## config.mk

```make
export PLATFORM = sky130hd
export DESIGN_NAME = result_seg7_scanner
export DESIGN_NICKNAME = d
export VERILOG_FILES = /design/src/rtl/result_seg7_scanner.sv
export SDC_FILE = /design/constraint.sdc
export NUM_CORES = 1
export LEC_CHECK = 0
export CORE_MARGIN = 10
export CORE_UTILIZATION = 46
export CTS_CLUSTER_DIAMETER = 40
export CTS_CLUSTER_SIZE = 16
export DETAILED_ROUTE_END_ITERATION = 16
export DONT_BUFFER_PORTS = 1
export GPL_ROUTABILITY_DRIVEN = 1
export SLEW_MARGIN = 20
export SYNTH_ARGS = -nofsm -noshare
export SYNTH_HDL_FRONTEND = slang
export SYNTH_SLANG_ARGS = --single-unit
```

## constraint.sdc

```tcl
create_clock -name clk -period 5.5 [get_ports clk]
set_input_delay 0.55 -clock clk [delete_from_list [all_inputs] [get_ports clk]]
set_output_delay 0.55 -clock clk [all_outputs]
set_load 0.005 [all_outputs]
```

## src/rtl/result_seg7_scanner.sv

```systemverilog
// -----------------------------------------------------------------------------
// result_seg7_scanner
//
// Shows a 32-bit result-register value as 8 hex digits on a multiplexed,
// common-anode 7-segment display. The value is captured into a shadow register
// under a load/hold handshake. A prescaled scan state machine lights one digit
// per slot. Each slot begins with a blanking interval so that the previous
// digit's segments do not ghost onto the next anode.
//
// Optional build macro:
//   SEG7_LEADING_ZERO_BLANK_EN - when defined, digits above the most
//   significant nonzero nibble of the shadow are suppressed. Digit 0 is always
//   shown.
//
// Parameters:
//   TICK_DIV     - clk cycles per digit slot (must be > BLANK_CYCLES)
//   BLANK_CYCLES - cycles at the start of each slot with all anodes off (>= 1)
//   NUM_DIGITS   - digits scanned (fixed at 8 for a 32-bit value)
//
// Ports:
//   clk        - system clock
//   reset      - asynchronous, active-high; clears all state
//   value      - result-register value to display
//   load       - snapshot request (single-cycle or level)
//   hold       - freeze; while high, load is ignored
//   dp_mask    - decimal point enables, bit i for digit i
//   an         - anodes, active-low, an[i] selects digit i
//   seg        - segments {g,f,e,d,c,b,a}, active-low
//   dp_n       - decimal point, active-low
//   snap_valid - high once a snapshot has been taken since reset
// -----------------------------------------------------------------------------
module result_seg7_scanner #(
  parameter int unsigned TICK_DIV     = 100000,
  parameter int unsigned BLANK_CYCLES = 1000,
  parameter int unsigned NUM_DIGITS   = 8
) (
  input  logic        clk,
  input  logic        reset,
  input  logic [31:0] value,
  input  logic        load,
  input  logic        hold,
  input  logic [7:0]  dp_mask,
  output logic [7:0]  an,
  output logic [6:0]  seg,
  output logic        dp_n,
  output logic        snap_valid
);

  localparam int unsigned PW = (TICK_DIV > 1) ? $clog2(TICK_DIV) : 1;

  typedef enum logic {
    ST_BLANK = 1'b0,
    ST_ON    = 1'b1
  } state_e;

  state_e        state_q,      state_d;
  logic [PW-1:0] presc_q,      presc_d;
  logic [2:0]    digit_q,      digit_d;
  logic [31:0]   shadow_q,     shadow_d;
  logic          snap_valid_q, snap_valid_d;
  logic [7:0]    an_q,         an_d;
  logic [6:0]    seg_q,        seg_d;
  logic          dp_n_q,       dp_n_d;

  logic          presc_wrap;
  logic [4:0]    nib_base;
  logic [3:0]    nibble;
  logic          digit_lit;

  // Active-low hex decode for {g,f,e,d,c,b,a}.
  function automatic logic [6:0] hex_to_seg(input logic [3:0] nib);
    logic [6:0] s;
    case (nib)
      4'h0: s = 7'h40;
      4'h1: s = 7'h79;
      4'h2: s = 7'h24;
      4'h3: s = 7'h30;
      4'h4: s = 7'h19;
      4'h5: s = 7'h12;
      4'h6: s = 7'h02;
      4'h7: s = 7'h78;
      4'h8: s = 7'h00;
      4'h9: s = 7'h10;
      4'hA: s = 7'h08;
      4'hB: s = 7'h03;
      4'hC: s = 7'h46;
      4'hD: s = 7'h21;
      4'hE: s = 7'h06;
      default: s = 7'h0E;
    endcase
    return s;
  endfunction

  always_comb begin
    // NOTE: every signal gets a default before any branch so no latch is inferred.
    presc_d      = presc_q;
    state_d      = state_q;
    digit_d      = digit_q;
    shadow_d     = shadow_q;
    snap_valid_d = snap_valid_q;
    an_d         = 8'hFF;
    seg_d        = 7'h7F;
    dp_n_d       = 1'b1;

    // Slot timing: the prescaler wrap ends a slot and opens the next digit's
    // blanking interval; the ON phase starts after BLANK_CYCLES.
    presc_wrap = (presc_q == PW'(TICK_DIV - 1));
    if (presc_wrap) begin
      presc_d = '0;
      state_d = ST_BLANK;
      digit_d = (digit_q == 3'(NUM_DIGITS - 1)) ? 3'd0 : digit_q + 3'd1;
    end else begin
      presc_d = presc_q + PW'(1);
      if (state_q == ST_BLANK && presc_q == PW'(BLANK_CYCLES - 1)) begin
        state_d = ST_ON;
      end
    end

    // Hold wins over load; the scan position is never disturbed by a snapshot.
    if (load && !hold) begin
      shadow_d     = value;
      snap_valid_d = 1'b1;
    end

    nib_base = {digit_q, 2'b00};
    nibble   = shadow_q[nib_base +: 4];

`ifdef SEG7_LEADING_ZERO_BLANK_EN
    // A digit is a leading zero when it and everything above it are zero.
    digit_lit = (state_q == ST_ON) &&
                ((digit_q == 3'd0) || ((shadow_q >> nib_base) != 32'd0));
`else
    digit_lit = (state_q == ST_ON);
`endif

    if (digit_lit) begin
      an_d   = ~(8'h01 << digit_q);
      seg_d  = hex_to_seg(nibble);
      dp_n_d = ~dp_mask[digit_q];
    end
  end

  // NOTE: sequential state uses non-blocking assignments so every flop samples
  // the pre-edge value of the others.
  always_ff @(posedge clk or posedge reset) begin
    if (reset) begin
      state_q      <= ST_BLANK;
      presc_q      <= '0;
      digit_q      <= 3'd0;
      shadow_q     <= 32'd0;
      snap_valid_q <= 1'b0;
      an_q         <= 8'hFF;
      seg_q        <= 7'h7F;
      dp_n_q       <= 1'b1;
    end else begin
      state_q      <= state_d;
      presc_q      <= presc_d;
      digit_q      <= digit_d;
      shadow_q     <= shadow_d;
      snap_valid_q <= snap_valid_d;
      an_q         <= an_d;
      seg_q        <= seg_d;
      dp_n_q       <= dp_n_d;
    end
  end

  assign an         = an_q;
  assign seg        = seg_q;
  assign dp_n       = dp_n_q;
  assign snap_valid = snap_valid_q;

endmodule

```

# Word level (Yosys, flattened, before mapping)
# Memory sizes are Yosys's and may differ from the RTL's.
# Index checks and enable logic that the tools add are counted.
[op_classes] add_sub_neg=2 mul=0 div=0 n_lt_le_gt_ge=1 n_eq_ne=3 shift=2 mux=9 bitwise_logic=3 reduce_logical=4
[ops] operator="indexed part select 32 x 6 -> 4 bit" count=1
[ops] operator="adder 17 x 1 -> 17 bit (second input constant)" count=1
[ops] operator="equality test 17 x 10 -> 1 bit (second input constant)" count=1
[ops] operator="equality test 17 bit (second input constant)" count=1
[ops] operator="2-to-1 mux 17 bit" count=1
[ops] operator="2-to-1 mux 8 bit" count=1
[ops] operator="NOT 8 bit" count=1
[ops] operator="left shift 1 x 3 -> 8 bit (first input constant)" count=1
[ops] operator="2-to-1 mux 7 bit" count=1
[ops] operator="less-than comparator 3 x 4 -> 1 bit (second input constant)" count=1
[ops] operator="2-to-1 mux 1 bit" count=4
[ops] operator="adder 3 x 1 -> 3 bit (second input constant)" count=1
[ops] operator="binary-select mux 1 bit (select 3 bit)" count=1
[ops] operator="equality test 3 bit (second input constant)" count=1
[ops] operator="2-to-1 mux 3 bit" count=1
[ops] operator="logical AND 1 bit" count=2
[ops] operator="NOT 1 bit" count=2
[ops] operator="nonzero test 2 bit" count=1
[ops] operator="zero test 1 bit" count=1
[totals] ff_bits=70 latch_bits=0 ramBits=0 mem_bits_ro=112 input_bits=44 out_inout_bits=17 word_cells=33 mem_count=1
[memory_table] memory="(name not given)" words=16 word_bits=7 rd=1 rd_ports_with_merged_regs=0 wr=0 line_no="73" source="case (nib)"

# Longest topological paths before layout
# Gate-level depths: netlist of the first run.
[logic_depth] ltp_word=4 depth_mapped=8 depth_no_buf=7

# Worst setup path after synthesis of the first run
# OpenSTA, ideal clock, no wires.
[synth_timing] path_kind="register to register" from="register digit_q[1]" to="register seg_q[0] (netlist: seg[0])" t_arrival_ps=2081 path_slack_ps=3340 stages_incl_launch_ff=8 synth_period_minus_slack_ps=2160 cell_sequence="dfrtp_1 -> buf_6 -> mux4_2 -> mux2i_4 -> inv_1 -> ha_1 -> mux2_1 -> o22a_1"
[synth_via] elab_chain_len=3
[synth_lines] element="start: declaration" line_no="58" source="logic [2:0] digit_q, digit_d;"
[synth_lines] element="start signal: assignment" line_no="158" source="digit_q <= digit_d;"
[synth_lines] element="indexed part select 32 x 6 -> 4 bit" line_no="126" source="nibble = shadow_q[nib_base +: 4];"
[synth_lines] element="memory read (16 x 7 bit)"
[synth_lines] element="2-to-1 mux 7 bit" line_no="136" source="if (digit_lit) begin"
[synth_lines] element="via seg_d[0]" line_no="62" source="logic [6:0] seg_q, seg_d;"
[synth_lines] element="end signal: assignment" line_no="162" source="seg_q <= seg_d;"
[synth_lines] element="end: declaration" line_no="62"
# The timed path passes the listed nets, and every way through them passes these cells.
# A chain may end at the register's enable or synchronous reset.

# Final worst setup path of the first run
[layout_timing] from="register digit_q[0]" to="register seg_q[0] (netlist: seg[0])"
# The elaborated chain is that of the path after synthesis.

==> flow_summary.toml, run 1 <==
[outcome]
outcome = "finished clean"

[pwr]
power_density_mw_per_mm2 = 287
intPower_mw = 0.772
vdd_drop_max_uv = 149
swShare = 0.253
leakagePower_nw = 1.49
pwr-share-seq = 0.552
p_clk_frac = 0.339
p_switching_mw = 0.262
power_frac_comb = 0.109

[cells_and_area]
fin_nets = 316
layout-drive-gt1-share = 0.274
antenna_cells = 0
synthToLayoutAreaGrowth_pct = 7.36

[global_route]
grt_pass1_vias = 2039
grt_pass1_wl_um = 11100
grt_antenna_before_repair = 0
grt_usage = 0.125
grt_max_degree = 71
grt_overflow = 0

[die]
initial_utilization = 0.467
dieArea_mm2 = 0.0111
dieWidth_um = 105
rows = 31
core_mm2 = 0.00718
fp.dieH_um = 105
io_pins = 61

[placed_design]
numPortBuffers = 0
post-place-ws_ns = 2.95
hpwl_um = 4860
gp_congestion = 0.793

[detailed_routing]
first_pass_iters = 5
routedWlPerCell_um = 18.8
post_drt_via_cell_ratio = 5.28
wl_met1_um = 3050
drt_iter0_drc = 96
vias = 1913
route.detailed.drc = 0
met3WireLength_um = 675
wl_um = 6800
wl_met2_um = 2960
top_layer = "met4"
antenna_left = 0

[cts]
clk_latency_ns = 0.34
cts_buffer_depth = 2
cts_resized = 0
clock-sinks = 70
cts_tree = "built"
cts_max_level = 3
root_buffer = "clkbuf_8"
hold_buffers = 0
post_cts_buffers = 0
cts_made_buffers = 9
clk_pin_slew_ns = 0.08

[synthesis]
syn_nets = 313
synth_seq_cells = 70
synth_area_leader_cell = "dfrtp_1"
synth_area_leaders = "dfrtp_1, dfstp_2, mux2_2"
synth.top_cell.area_share = 0.403
syn_area_per_cell_um2 = 13.1
ys_types = 36
synthCells = 255
yosys_warnings = 0
synth_seq_area_share = 0.529
syn_area_mm2 = 0.00335

[setup_path]
endpoint_kind = "flip-flop"
crit_fanout = 14
cp-start-kind = "flip-flop"
required_ns = 5.77
path_class = "flip-flop to flip-flop"
cp_data_arrival_time_ns = 2.82

[sta]
relSlewSlack = 0.335
final.period_utilization = 0.465
setup_ws_ns = 2.94
max_freq_mhz = 391
tns_ns = 0
hold_viol = 0
tightestPinTransition_ns = 0.993
layout_min_cycle_time_ns = 2.56
finalSetupViolCount = 0
rsz0062_at_grt = "no"
slew_violations = 0
skew_ns = 0.00818

[worst_hold_path]
hp-class = "input pin to asynchronous set/reset pin"

[run]
maxCapViolCount = 0
## critical path, cell delays in order (launching register included)
cell     delay, ns
dfrtp_1       0.70
mux4_1        0.67
mux2i_4       0.24
inv_1         0.12
ha_1          0.25
mux2_1        0.31
o22a_1        0.20
## synth_stat cells
cell and n:
dfstp_2 16, xor2_1 5, o21ai_1 1, mux2_2 35
buf_2 1, xnor2_1 10, nand2b_1 1, ha_1 14
o22a_1 2, mux4_1 7, mux2i_4 2, mux2_1 2
or2_2 1, a31oi_1 1, buf_6 1, nand4b_1 2
nor3_1 2, mux2i_1 10, nor4bb_1 1, nor2b_1 2
a21oi_1 1, nand4_1 4, nor4_1 2, mux4_2 1
nor4b_1 1, inv_1 10, dfrtp_1 54, clkbuf_1 6
o221ai_1 3, nand3_1 15, a221o_1 1, and3_1 4
and2_1 1, nand2_1 17, buf_4 2, nor2_1 17
## path summary, 6_finish.rpt
kind	from	to	slack [ns]	cells past startpoint
min in group clk	value[5]	shadow_q[5]	0.36	1
worst max-delay path	digit_q[0]	seg[0]	2.94	6
worst min-delay path	reset	shadow_q[6]	0.35	2
worst min register to register	presc_q[4]	presc_q[4]	0.50	1
worst max register to register	digit_q[0]	seg[0]	2.94	6
max in group asynchronous	reset	digit_lit	4.59	2
## layer usage
layer,global-route usage,up-vias
li1,-,908
met1,0.157,937
met2,0.174,57
met3,0.0646,11
met4,0.0598,0
met5,0,-
## cell usage in the layout (no fill, tap or decap), types with 5 or more instances in the layout
cell type	n
clkbuf_8	9
dfrtp_1	54
dfstp_2	16
ha_1	14
inv_1	9
mux2_2	35
mux2i_1	10
mux4_1	7
nand2_1	17
nand3_1	15
nor2_1	17
xnor2_1	10
xor2_1	5
## cell families (layout without fill, tap and decap cells)
family / count (synthesis) / after routing / synth area share
buf+inv: 20 / 28 / 0.0273
mux: 57 / 57 / 0.229
flops: 70 / 70 / 0.529
compound gates: 9 / 9 / 0.0209
simple gates: 70 / 70 / 0.102
xor+xnor: 15 / 15 / 0.0392
fa+ha+maj: 14 / 14 / 0.0523
## layout make-up
class / count / area, um2
timing repair buffer: 2 / 15.0
sequential: 70 / 1770
clock inverter: 4 / 23.8
tap: 99 / 124
clock buffer: 12 / 135
fill: 637 / 3580
multi-input combinational: 165 / 1490
inverter: 10 / 37.5
## registers in the layout, indices dropped and copies added (netlist names)
| register | flops |
|---|---|
| shadow_q | 32 |
| presc_q | 17 |
| an | 8 |
| seg | 7 |
| digit_q | 3 |
| digit_lit | 1 |
| dp_n | 1 |
| snap_valid | 1 |
## power groups by stage
stage | logic [mW] | clock network (mW) | registers, mW
floorplan | 0.0983 | 0 | 0.569
global placement | 0.111 | 0 | 0.581
detailed placement | 0.113 | 0 | 0.581
CTS | 0.114 | 0.362 | 0.572
global route | 0.127 | 0.385 | 0.576
finish | 0.113 | 0.350 | 0.571
## stage by stage
step,std cells,hold WS [ns],cell area [um2],utilization,power [mW]
finish,362,0.349,3600,0.501,1.03
detailed placement,346,0.491,3440,0.479,0.695
CTS,362,0.343,3600,0.501,1.05
global route,362,0.342,3600,0.501,1.09
floorplan,255,0.460,3350,-,0.668
global placement,346,0.483,3440,0.479,0.692
No activity file was read; power rests on OpenSTA's default activity.
==> inputs of run 2 (changes only) <==
==> constraint.sdc (replaced) <==
create_clock -name clk -period 2.5 [get_ports clk]
set_input_delay 0.25 -clock clk [delete_from_list [all_inputs] [get_ports clk]]
set_output_delay 0.25 -clock clk [all_outputs]
set_load 0.005 [all_outputs]
==> flow_summary.toml, run 2 (synthesis gave the netlist of run 1 again) <==
[outcome]
outcome = "finished clean"

[cells_and_area]
antenna_cells = 0
final_common_cell = "dfrtp_1"
synthToLayoutAreaGrowth_pct = 11.4
top_register = "shadow_q"
fillers = 620
regArea_mm2 = 0.00177
largest_reg_flops = 32
multi_input_comb_area_mm2 = 0.00149
final_cells = 370
layout-drive-gt1-share = 0.299
fin_nets = 324
layout_common_cells = "dfrtp_1, mux2_2, nand2_1, nor2_1, dfstp_2"

[setup_path]
crit_fanout = 6
path_class = "flip-flop to flip-flop"
slowest_delay_ns = 0.63
cp-start-kind = "flip-flop"
cp_data_arrival_time_ns = 2.51
endpoint_kind = "flip-flop"
worstPathCellList = "mux4_1 > mux2i_4 > inv_1 > ha_1 > mux2_1 > o22a_1"
slowest_stage = "mux4_1"
required_ns = 2.78

[sta]
max_freq_mhz = 449
final.period_utilization = 0.890
rsz0062_at_grt = "no"
tightestPinTransition_ns = 0.731
relSlewSlack = 0.512
layout_min_cycle_time_ns = 2.23
finalSetupViolCount = 0
hold_ws_ns = 0.0470
slew_violations = 0
tns_ns = 0
setup_ws_ns = 0.274
skew_ns = 0.00459
hold_viol = 0

[die]
fp.dieH_um = 105
dieWidth_um = 105
core_mm2 = 0.00718
initial_utilization = 0.467
dieArea_mm2 = 0.0111
io_pins = 61
rows = 31

[pwr]
p_total_mw = 2.49
vdd_drop_max_uv = 281
power_density_mw_per_mm2 = 667
leakagePower_nw = 1.56

[placed_design]
gp_congestion = 0.804
numPortBuffers = 0
hpwl_um = 5050
post-place-cells = 353
post-place-ws_ns = 0.278

[cts]
cts_max_level = 3
cts_tree = "built"
clk_pin_slew_ns = 0.07
cts_made_buffers = 9
clock-sinks = 70
cts_buffer_depth = 2
cts_resized = 0
root_buffer = "clkbuf_8"
clk_latency_ns = 0.35

[global_route]
grt_pass1_vias = 2029
grt_pass1_wl_um = 10900
grt_max_degree = 38
grt_overflow = 0
grt_antenna_before_repair = 3
grt_usage = 0.126

[detailed_routing]
antenna_left = 0
post_drt_via_cell_ratio = 5.26
route.detailed.drc = 0
wl_um = 6700
drt_iter0_drc = 54
routedWlPerCell_um = 18.1
first_pass_iters = 4
vias = 1945

[run]
maxCapViolCount = 0

[worst_hold_path]
hp-class = "input pin to flip-flop"
-- run 2: final timing paths --
path                                 start     endpoint  slack, ns  depth (start not counted)
worst max-delay path            digit_q[0]       seg[0]       0.27                          6
worst min-delay path              value[3]  shadow_q[3]       0.05                          1
worst max register to register  digit_q[0]       seg[0]       0.27                          6
worst min register to register  presc_q[4]   presc_q[4]       0.49                          1
max in group asynchronous            reset       seg[4]       1.31                          3
min in group asynchronous            reset   snap_valid       0.48                          2
-- run 2: power by group --
part / internal (mW) / leakage [nW] / total (mW) / switching, mW
registers: 1.21 / 0.832 / 1.25 / 0.0401
clock network: 0.570 / 0.109 / 0.977 / 0.406
logic: 0.139 / 0.622 / 0.262 / 0.123
total: 1.92 / 1.56 / 2.49 / 0.570
-- run 2: layout make-up --
class / instances / area share
clock buffers: 14 / 0.0489
multi-input cells: 165 / 0.399
well taps: 99 / 0.0332
repair buffers: 10 / 0.0241
clock inverters: 2 / 0.0101
flip-flops and latches: 70 / 0.475
inverters: 10 / 0.0101
-- run 2: timing repair --
item,CTS,global route
hold buffers,1,0
buffers inserted,0,0
hold endpoints to repair,30,0
-- run 2: metal layers --
metal,global-route usage,part of all wire,up-vias
met4,0.0618,0.020,4
li1,-,-,928
met1,0.141,0.43,950
met3,0.0743,0.10,17
met5,0,0.0042,-
met2,0.188,0.45,46
-- run 2: critical path: cells and delay by family (launching register included) --
| family | cells | cell delay, ns |
|---|---|---|
| buf+inv | 1 | 0.13 |
| mux | 3 | 1.18 |
| compound gates | 1 | 0.19 |
| fa+ha+maj | 1 | 0.25 |
| flops | 1 | 0.41 |
-- run 2: stage by stage --
stage                      util  cell area, um2
final                     0.520            3730
after global routing      0.520            3730
after CTS                 0.520            3730
after detailed placement  0.488            3500
after global placement    0.488            3500
after floorplan               -            3350
